==> config.mk <==
export PLATFORM = sky130hd
export DESIGN_NAME = ctl_settings_reader
export DESIGN_NICKNAME = d
export VERILOG_FILES = /design/src/rtl/ctl_settings_reader.sv
export SDC_FILE = /design/constraint.sdc
export NUM_CORES = 1
export LEC_CHECK = 0
export BUFFER_PORTS_ARGS = -buffer_cell sky130_fd_sc_hd__buf_2
export CORE_UTILIZATION = 39
export CTS_CLUSTER_DIAMETER = 150
export DETAILED_ROUTE_END_ITERATION = 16
export GPL_ROUTABILITY_DRIVEN = 0
export SLEW_MARGIN = 20
export SYNTH_ARGS = -nofsm -noshare
export SYNTH_HDL_FRONTEND = slang
export SYNTH_SLANG_ARGS = --single-unit
==> constraint.sdc <==
create_clock -name CLK -period 2.3 [get_ports CLK]
set_clock_uncertainty 0.15 [all_clocks]
set_input_delay 0.23 -clock CLK [delete_from_list [all_inputs] [get_ports CLK]]
set_output_delay 0.23 -clock CLK [all_outputs]
set_load 0.05 [all_outputs]
==> src/rtl/ctl_settings_reader.sv <==
// Controller-BRAM sequencer: polls the ctl-flag word, burst-reads the modulation/silencer
// blocks on SET-bit rising edges, and (with AUTD3_FPGA_STATE_WRITEBACK_EN) writes back the state word.
module ctl_settings_reader #(
  parameter int BRAM_LATENCY = 2
) (
  input  logic        CLK,
  input  logic        RST_N,
  output logic        BRAM_EN,
  output logic        BRAM_WE,
  output logic [7:0]  BRAM_ADDR,
  output logic [15:0] BRAM_DIN,
  input  logic [15:0] BRAM_DOUT,
  input  logic [6:0]  STATE_IN,
  output logic [3:0]  GPIO_IN,
  output logic        FORCE_FAN,
  output logic        MOD_REQ_RD_SEGMENT,
  output logic [15:0] MOD_CYCLE0,
  output logic [15:0] MOD_CYCLE1,
  output logic [31:0] MOD_FREQ_DIV0,
  output logic [31:0] MOD_FREQ_DIV1,
  output logic [31:0] MOD_REP0,
  output logic [31:0] MOD_REP1,
  output logic [7:0]  MOD_TRANSITION_MODE,
  output logic [63:0] MOD_TRANSITION_VALUE,
  output logic        MOD_UPDATE,
  output logic        SILENCER_MODE,
  output logic [15:0] SILENCER_UPDATE_RATE_INTENSITY,
  output logic [15:0] SILENCER_UPDATE_RATE_PHASE,
  output logic [15:0] SILENCER_COMPLETION_STEPS_INTENSITY,
  output logic [15:0] SILENCER_COMPLETION_STEPS_PHASE,
  output logic        SILENCER_UPDATE
);
  localparam int STAGES = BRAM_LATENCY - 1;

  typedef enum logic [2:0] {RD_FLAG, WAIT_FLAG, EVAL, RD_MOD, RD_SIL, DRAIN, WB_STATE} state_t;

  state_t state;
  logic [1:0] cnt;
  logic prev_mod, prev_sil, sil_pend;
  logic mod_req, sil_req;

  logic [STAGES:0]      vld_pipe;
  logic [STAGES:0][7:0] addr_pipe;
  logic        rd_vld, mod_hit, sil_hit;
  logic [7:0]  rd_addr;
  logic [3:0]  mod_off;
  logic [2:0]  sil_off;
  logic [15:0] mod_sh [16];
  logic [15:0] mod_nx [16];
  logic [15:0] sil_sh [5];
  logic [15:0] sil_nx [5];

  // The flag word is consumed straight off BRAM_DOUT in EVAL, which is when it becomes valid.
  assign mod_req = BRAM_DOUT[0] & ~prev_mod;
  assign sil_req = BRAM_DOUT[2] & ~prev_sil;

  assign rd_vld  = vld_pipe[STAGES];
  assign rd_addr = addr_pipe[STAGES];
  assign mod_off = rd_addr[3:0] - 4'h1;
  assign sil_off = rd_addr[2:0];
  assign mod_hit = rd_vld && rd_addr >= 8'h21 && rd_addr <= 8'h30;
  assign sil_hit = rd_vld && rd_addr >= 8'h40 && rd_addr <= 8'h44;

`ifndef AUTD3_FPGA_STATE_WRITEBACK_EN
  logic unused_state;
  assign unused_state = ^STATE_IN;
  assign BRAM_WE  = 1'b0;
  assign BRAM_DIN = 16'h0000;
`endif

  // Issued-read address pipeline aligned with the BRAM latency.
  always_ff @(posedge CLK or negedge RST_N) begin
    if (!RST_N) begin
      vld_pipe  <= '0;
      addr_pipe <= '0;
    end else begin
      vld_pipe[0]  <= BRAM_EN & ~BRAM_WE;
      addr_pipe[0] <= BRAM_ADDR;
      for (int i = 1; i <= STAGES; i++) begin
        vld_pipe[i]  <= vld_pipe[i-1];
        addr_pipe[i] <= addr_pipe[i-1];
      end
    end
  end

  always_comb begin
    mod_nx = mod_sh;
    sil_nx = sil_sh;
    if (mod_hit) mod_nx[mod_off] = BRAM_DOUT;
    if (sil_hit) sil_nx[sil_off] = BRAM_DOUT;
  end

  always_ff @(posedge CLK or negedge RST_N) begin
    if (!RST_N) begin
      for (int i = 0; i < 16; i++) mod_sh[i] <= '0;
      for (int i = 0; i < 5; i++)  sil_sh[i] <= '0;
    end else begin
      mod_sh <= mod_nx;
      sil_sh <= sil_nx;
    end
  end

  // Outputs load from the merged shadow as the block's last word lands, so no partial block shows.
  always_ff @(posedge CLK or negedge RST_N) begin
    if (!RST_N) begin
      MOD_REQ_RD_SEGMENT <= 1'b0; MOD_CYCLE0 <= '0; MOD_CYCLE1 <= '0;
      MOD_FREQ_DIV0 <= '0; MOD_FREQ_DIV1 <= '0; MOD_REP0 <= '0; MOD_REP1 <= '0;
      MOD_TRANSITION_MODE <= '0; MOD_TRANSITION_VALUE <= '0; MOD_UPDATE <= 1'b0;
      SILENCER_MODE <= 1'b0; SILENCER_UPDATE_RATE_INTENSITY <= '0; SILENCER_UPDATE_RATE_PHASE <= '0;
      SILENCER_COMPLETION_STEPS_INTENSITY <= '0; SILENCER_COMPLETION_STEPS_PHASE <= '0;
      SILENCER_UPDATE <= 1'b0;
    end else begin
      MOD_UPDATE      <= 1'b0;
      SILENCER_UPDATE <= 1'b0;
      if (mod_hit && rd_addr == 8'h30) begin
        MOD_REQ_RD_SEGMENT   <= mod_nx[0][0];
        MOD_CYCLE0           <= mod_nx[1];
        MOD_FREQ_DIV0        <= {mod_nx[3], mod_nx[2]};
        MOD_CYCLE1           <= mod_nx[4];
        MOD_FREQ_DIV1        <= {mod_nx[6], mod_nx[5]};
        MOD_REP0             <= {mod_nx[8], mod_nx[7]};
        MOD_REP1             <= {mod_nx[10], mod_nx[9]};
        MOD_TRANSITION_MODE  <= mod_nx[11][7:0];
        MOD_TRANSITION_VALUE <= {mod_nx[15], mod_nx[14], mod_nx[13], mod_nx[12]};
        MOD_UPDATE           <= 1'b1;
      end
      if (sil_hit && rd_addr == 8'h44) begin
        SILENCER_MODE                       <= sil_nx[0][0];
        SILENCER_UPDATE_RATE_INTENSITY      <= sil_nx[1];
        SILENCER_UPDATE_RATE_PHASE          <= sil_nx[2];
        SILENCER_COMPLETION_STEPS_INTENSITY <= sil_nx[3];
        SILENCER_COMPLETION_STEPS_PHASE     <= sil_nx[4];
        SILENCER_UPDATE                     <= 1'b1;
      end
    end
  end

  // BRAM port registers are loaded one state ahead so each issue shows up in its own state.
  always_ff @(posedge CLK or negedge RST_N) begin
    if (!RST_N) begin
      state <= RD_FLAG; cnt <= '0;
      BRAM_EN <= 1'b0; BRAM_ADDR <= '0;
`ifdef AUTD3_FPGA_STATE_WRITEBACK_EN
      BRAM_WE <= 1'b0; BRAM_DIN <= '0;
`endif
      GPIO_IN <= '0; FORCE_FAN <= 1'b0;
      prev_mod <= 1'b0; prev_sil <= 1'b0; sil_pend <= 1'b0;
    end else begin
      case (state)
        RD_FLAG: begin
          BRAM_EN <= 1'b1; BRAM_ADDR <= 8'h00; cnt <= '0;
          state <= WAIT_FLAG;
        end
        WAIT_FLAG: begin
          BRAM_EN <= 1'b0;
          cnt <= cnt + 2'd1;
          if (cnt == 2'(BRAM_LATENCY - 1)) state <= EVAL;
        end
        EVAL: begin
          GPIO_IN   <= BRAM_DOUT[11:8];
          FORCE_FAN <= BRAM_DOUT[13];
          prev_mod  <= BRAM_DOUT[0];
          prev_sil  <= BRAM_DOUT[2];
          sil_pend  <= sil_req;
          if (mod_req) begin
            BRAM_EN <= 1'b1; BRAM_ADDR <= 8'h21; state <= RD_MOD;
          end else if (sil_req) begin
            BRAM_EN <= 1'b1; BRAM_ADDR <= 8'h40; state <= RD_SIL;
          end else begin
`ifdef AUTD3_FPGA_STATE_WRITEBACK_EN
            BRAM_EN <= 1'b1; BRAM_WE <= 1'b1; BRAM_ADDR <= 8'h01;
            BRAM_DIN <= {8'h00, 1'b1, STATE_IN}; state <= WB_STATE;
`else
            state <= RD_FLAG;
`endif
          end
        end
        RD_MOD: begin
          if (BRAM_ADDR == 8'h30) begin
            cnt <= '0;
            if (sil_pend) begin
              BRAM_ADDR <= 8'h40; state <= RD_SIL;
            end else begin
              BRAM_EN <= 1'b0; state <= DRAIN;
            end
          end else BRAM_ADDR <= BRAM_ADDR + 8'd1;
        end
        RD_SIL: begin
          cnt <= '0;
          if (BRAM_ADDR == 8'h44) begin
            BRAM_EN <= 1'b0; state <= DRAIN;
          end else BRAM_ADDR <= BRAM_ADDR + 8'd1;
        end
        DRAIN: begin
          cnt <= cnt + 2'd1;
          if (cnt == 2'(BRAM_LATENCY - 1)) begin
`ifdef AUTD3_FPGA_STATE_WRITEBACK_EN
            BRAM_EN <= 1'b1; BRAM_WE <= 1'b1; BRAM_ADDR <= 8'h01;
            BRAM_DIN <= {8'h00, 1'b1, STATE_IN}; state <= WB_STATE;
`else
            state <= RD_FLAG;
`endif
          end
        end
`ifdef AUTD3_FPGA_STATE_WRITEBACK_EN
        WB_STATE: begin
          BRAM_EN <= 1'b0; BRAM_WE <= 1'b0; state <= RD_FLAG;
        end
`endif
        default: state <= RD_FLAG;
      endcase
    end
  end
endmodule

==> impl.org <==
** Run status
- The run finished, with violations left.
- Violated checks :: setup timing

** Logic synthesis
- Yosys printed 0 warnings.
- Synthesis inferred 606 register bits.
- Synthesis produced a netlist whose cell count is 2053.
- Most area-hungry cell type in the Yosys netlist :: sky130_fd_sc_hd__dfrtp_1
- Synth top area share :: 65.5%
- The synthesized netlist devotes 1.29% of its cell area to compound gates.
- By area, the combinational part of the netlist is dominated by simple AND/OR/NAND/NOR gates.
- Number of synthesized flops with an enable pin :: 0
- Mapped Area :: 0.0231 mm^2
- Xor and xnor fraction of the mapped netlist area :: 0%
- Of the post-synthesis cell area, the part taken by muxes is 13.4%.
- Ranked by total cell area, the synthesized netlist is headed by sky130_fd_sc_hd__dfrtp_1 (66%), sky130_fd_sc_hd__nand2_1 (15%), sky130_fd_sc_hd__mux2_2 (13%), sky130_fd_sc_hd__clkbuf_1 (1.1%), sky130_fd_sc_hd__buf_2 (0.91%).
- The most used flip-flop cell after synthesis is sky130_fd_sc_hd__dfrtp_1.
- Summing the areas of all fa, ha and maj instances in the mapped netlist gives 0.162% of the synthesized area.
- The average instance in the mapped netlist occupies 11.3 um^2.
- The number of different library cells used by synthesis comes to 56.
- Simple-Gate Fraction of Synth Area :: 16.5%
- Share of synthesized registers carrying an async set or reset :: 100%
- Register area share after synthesis :: 65.5%

** Global route
- Entering global routing, the biggest net connects 117 pins.
- The number of global-route vias before repair came to 16.2k.
- First-pass GRT wire length :: 96900 um
- Across every metal layer, demand over resource in global routing totals 21.0%.
- Summed over all layers, the global routing overflow is 0.
- Number of antenna violations at the first check in global routing :: 7

** CTS
- TritonCTS built the clock tree.
- CTS built an H-tree with a depth of 2.
- The clock passes through at most 3 buffers.
- Clock-pin slew was measured on the worst setup and hold paths at 0.06 ns.
- Clock buffer count from CTS :: 61
- The later pin in the worst-skew pair is clocked with a latency of 0.59 ns.
- CTS root buffer :: sky130_fd_sc_hd__clkbuf_16
- Clock Sink Count :: 606

** Setup path
- Largest fanout on the critical path :: 3
- The worst setup path is launched from a register.
- The worst register-to-register path ends at BRAM_EN$_DFFE_PN0P_.
- Worst path arrival time :: 2.64 ns
- Across all register-to-register paths, the minimum setup slack is -0.01 ns.
- The worst register-to-register path begins at BRAM_ADDR[0]$_DFFE_PN0P_.
- Worst Setup Path Type :: reg -> reg
- Ordered cell list for the critical path :: inv_2 > ha_4 > nor3b_4 > or4b_4 > a32oi_4 > buf_6 > nor2_4 > a221o_1
- Buffers and inverters on the worst path :: 2
- Reg2reg path depth :: 8
- On the worst path, the slowest cell contributes a delay of 0.53 ns.
- Worst path required time :: 2.62 ns
- Library cell contributing the largest single delay on the critical path :: sky130_fd_sc_hd__or4b_4
- Category of the worst setup path capture point :: register
- Broken down by cell family, the worst path's largest delay share belongs to simple AND/OR/NAND/NOR gates.

** Layout
- Most common library cell in the layout ignoring fill and taps :: sky130_fd_sc_hd__nand2_1
- The net count of the finished layout is 2438.
- Area overhead of the layout relative to synthesis :: 22.2%
- Leaving out fill and tap cells, the most frequent cells in the layout are sky130_fd_sc_hd__nand2_1 (914), sky130_fd_sc_hd__dfrtp_1 (604), sky130_fd_sc_hd__buf_2 (330).
- Of the cells placed in the final design, the portion with a size suffix greater than 1 is 33.1%.
- Multi-input gate area in the final layout :: 0.00738 mm^2
- In the final layout, flip-flops and latches occupy 0.0152 mm^2.
- Filler cells :: 5298
- Finished Layout Cells :: 3226

** Floorplanning
- Site Rows :: 88
- Core area :: 0.0581 mm^2
- Width of the die :: 246 um
- Pin placement for this block handled 356 I/O pins.
- Floorplan die area :: 0.0603 mm^2
- Initial core utilization :: 39.8%
- Height of the chip :: 246 um

** Power and ir drop
- Summed over all nets, the switching power comes to 4.64 mW.
- Internal power :: 16.7 mW
- Part of the power in registers :: 50.9%
- Power density over cell area :: 754 mW/mm^2
- Combinational logic is responsible for 3.2% of the overall power.
- Max VDD drop :: 0.543 mV
- Switch share :: 21.8%
- The clock network accounts for 45.9% of the total power.
- Static Leakage :: 15.3 nW

** Routing
- In this run, the number of DRC markers left after iteration 0 of detailed routing was 1035.
- Using the TritonRoute via totals, the vias-per-cell ratio works out to 4.89.
- Detailed-route DRC error count :: 0
- Antenna Violating Nets Remaining :: 0
- After detailed routing, the average wire length per cell comes to 19.4 um.
- The first detailed-routing pass took 5 iterations.
- Detailed routing inserted a total of 15.8k vias.
- Total routed wirelength :: 62600 um

** STA
- The routed design could run at a clock period as short as 2.31 ns.
- Final worst slack :: -0.0135 ns
- Setup violations, final :: 1
- For the pin with the worst max-slew slack, the measured transition is 0.846 ns.
- The count of final max-slew check failures came to 0.
- The final count of hold timing violations was 0.
- Tcrit/Tclk final :: 101%
- RSZ-0062 raised after global routing :: true
- Worst slew margin :: 43.6%
- Achievable frequency :: 432 MHz
- In the final timing run, aggregate negative setup slack is -0.0135 ns.

** Job
- Max-cap violations in this run came to 0.

** Hold path
- The min-delay analysis places its worst path in the category in -> async.

** Place
- Sum of net half-perimeters after detailed placement :: 39900 um
- Number of buffers added on ports :: 331
- Once placement completed, the tool counted placed cells totaling 3101.
## synth_stat cells (2+ instances only)
library cell,instances
sky130_fd_sc_hd__a21o_1,2
sky130_fd_sc_hd__a21oi_1,6
sky130_fd_sc_hd__a41oi_1,2
sky130_fd_sc_hd__and3_1,6
sky130_fd_sc_hd__and3b_1,2
sky130_fd_sc_hd__and4_1,2
sky130_fd_sc_hd__buf_1,13
sky130_fd_sc_hd__buf_2,42
sky130_fd_sc_hd__buf_4,19
sky130_fd_sc_hd__buf_6,4
sky130_fd_sc_hd__clkbuf_1,68
sky130_fd_sc_hd__dfrtp_1,606
sky130_fd_sc_hd__ha_1,3
sky130_fd_sc_hd__inv_1,7
sky130_fd_sc_hd__mux2_2,274
sky130_fd_sc_hd__nand2_1,915
sky130_fd_sc_hd__nand2b_1,3
sky130_fd_sc_hd__nand3_1,8
sky130_fd_sc_hd__nand3b_1,2
sky130_fd_sc_hd__nor2_1,8
sky130_fd_sc_hd__nor2b_1,5
sky130_fd_sc_hd__nor3_1,4
sky130_fd_sc_hd__nor3b_1,2
sky130_fd_sc_hd__nor3b_2,2
sky130_fd_sc_hd__o21ai_0,14
sky130_fd_sc_hd__o21bai_1,2
sky130_fd_sc_hd__o31ai_1,3
## registers in the layout, indices dropped and copies added, names as in the netlist, 16 cells and up
| register | count |
|---|---|
| MOD_CYCLE0 | 16 |
| MOD_CYCLE1 | 16 |
| MOD_FREQ_DIV0 | 32 |
| MOD_FREQ_DIV1 | 32 |
| MOD_REP0 | 32 |
| MOD_REP1 | 32 |
| MOD_TRANSITION_VALUE | 64 |
| SILENCER_COMPLETION_STEPS_INTENSITY | 16 |
| SILENCER_COMPLETION_STEPS_PHASE | 16 |
| SILENCER_UPDATE_RATE_INTENSITY | 16 |
| SILENCER_UPDATE_RATE_PHASE | 16 |
| mod_sh | 217 |
| sil_sh | 49 |
## power by group through the flow
stage / clock [mW] / combinational, mW / sequential (mW)
final: 9.80 / 0.675 / 10.9
after global routing: 10.5 / 0.743 / 10.9
after CTS: 10.0 / 0.702 / 10.9
after detailed placement: 0 / 0.694 / 11.0
after global placement: 0 / 0.675 / 11.0
after floorplan: 0 / 0.254 / 11.0
## cell families after synthesis
logic type,after synthesis
AND/OR/NAND/NOR,972
flip-flops,606
multiplexers,275
buffers and inverters,155
AO/OA/AOI/OAI,41
adder cells (fa/ha/maj),3
other,1
## metrics by stage
| step | hold slack (ns) | setup WS (ns) | cell area (um^2) | total power, mW | util (%) |
|---|---|---|---|---|---|
| after floorplan | -0.216 | -0.102 | 23200 | 11.3 | - |
| after global placement | 0.0707 | -0.0264 | 26100 | 11.7 | 44.9 |
| after detailed placement | 0.0647 | -0.109 | 26100 | 11.7 | 44.9 |
| after CTS | 0.0158 | -0.0360 | 28200 | 21.6 | 48.5 |
| after global routing | 0.0214 | -0.0898 | 28300 | 22.1 | 48.6 |
| final | 0.0299 | -0.0135 | 28300 | 21.3 | 48.6 |
## worst max path at each step
stage	start	to	depth (start not counted)
3_3_place_gp	BRAM_ADDR[1]$_DFFE_PN0P_	BRAM_ADDR[1]$_DFFE_PN0P_	8
4_1_cts	BRAM_ADDR[0]$_DFFE_PN0P_	BRAM_EN$_DFFE_PN0P_	8
2_1_floorplan	BRAM_ADDR[0]$_DFFE_PN0P_	BRAM_EN$_DFFE_PN0P_	8
3_5_place_dp	BRAM_ADDR[1]$_DFFE_PN0P_	BRAM_ADDR[6]$_DFFE_PN0P_	8
5_1_grt	BRAM_ADDR[0]$_DFFE_PN0P_	BRAM_EN$_DFFE_PN0P_	8
6_report	BRAM_ADDR[0]$_DFFE_PN0P_	BRAM_EN$_DFFE_PN0P_	8
## what timing repair did
item / CTS / global route
setup buffers: 6 / 1
endpoints found under the hold margin: 492 / 0
hold buffers: 4 / 0
endpoints found under the setup margin: 12 / 147
pin swaps: 1 / 4
gates resized for setup: 6 / 13
## area by class of cell
class,count,area share (%)
Multi-Input combinational cell,1308,26.1
Sequential cell,606,53.6
Inverter,8,0.106
Antenna cell,1,0.00885
Clock inverter,16,0.540
Tap cell,765,3.39
Clock buffer,97,6.55
Timing Repair Buffer,425,9.66
## layer usage
layer  global-route usage, %  up-vias  routed length (um)
li1                        -     7246                   -
met1                    27.8     8055               26900
met2                    35.3      372               31000
met3                    3.72       88                3190
met4                    5.97        0                1490
met5                       0        -                   0
## worst register-to-register path: stages, from the launching register on
cell and delay [ns]:
sky130_fd_sc_hd__dfrtp_2 0.40, sky130_fd_sc_hd__inv_2 0.09, sky130_fd_sc_hd__ha_4 0.14, sky130_fd_sc_hd__nor3b_4 0.18
sky130_fd_sc_hd__or4b_4 0.53, sky130_fd_sc_hd__a32oi_4 0.22, sky130_fd_sc_hd__buf_6 0.14, sky130_fd_sc_hd__nor2_4 0.03
sky130_fd_sc_hd__a221o_1 0.31
(Power assumes the default switching activity.)
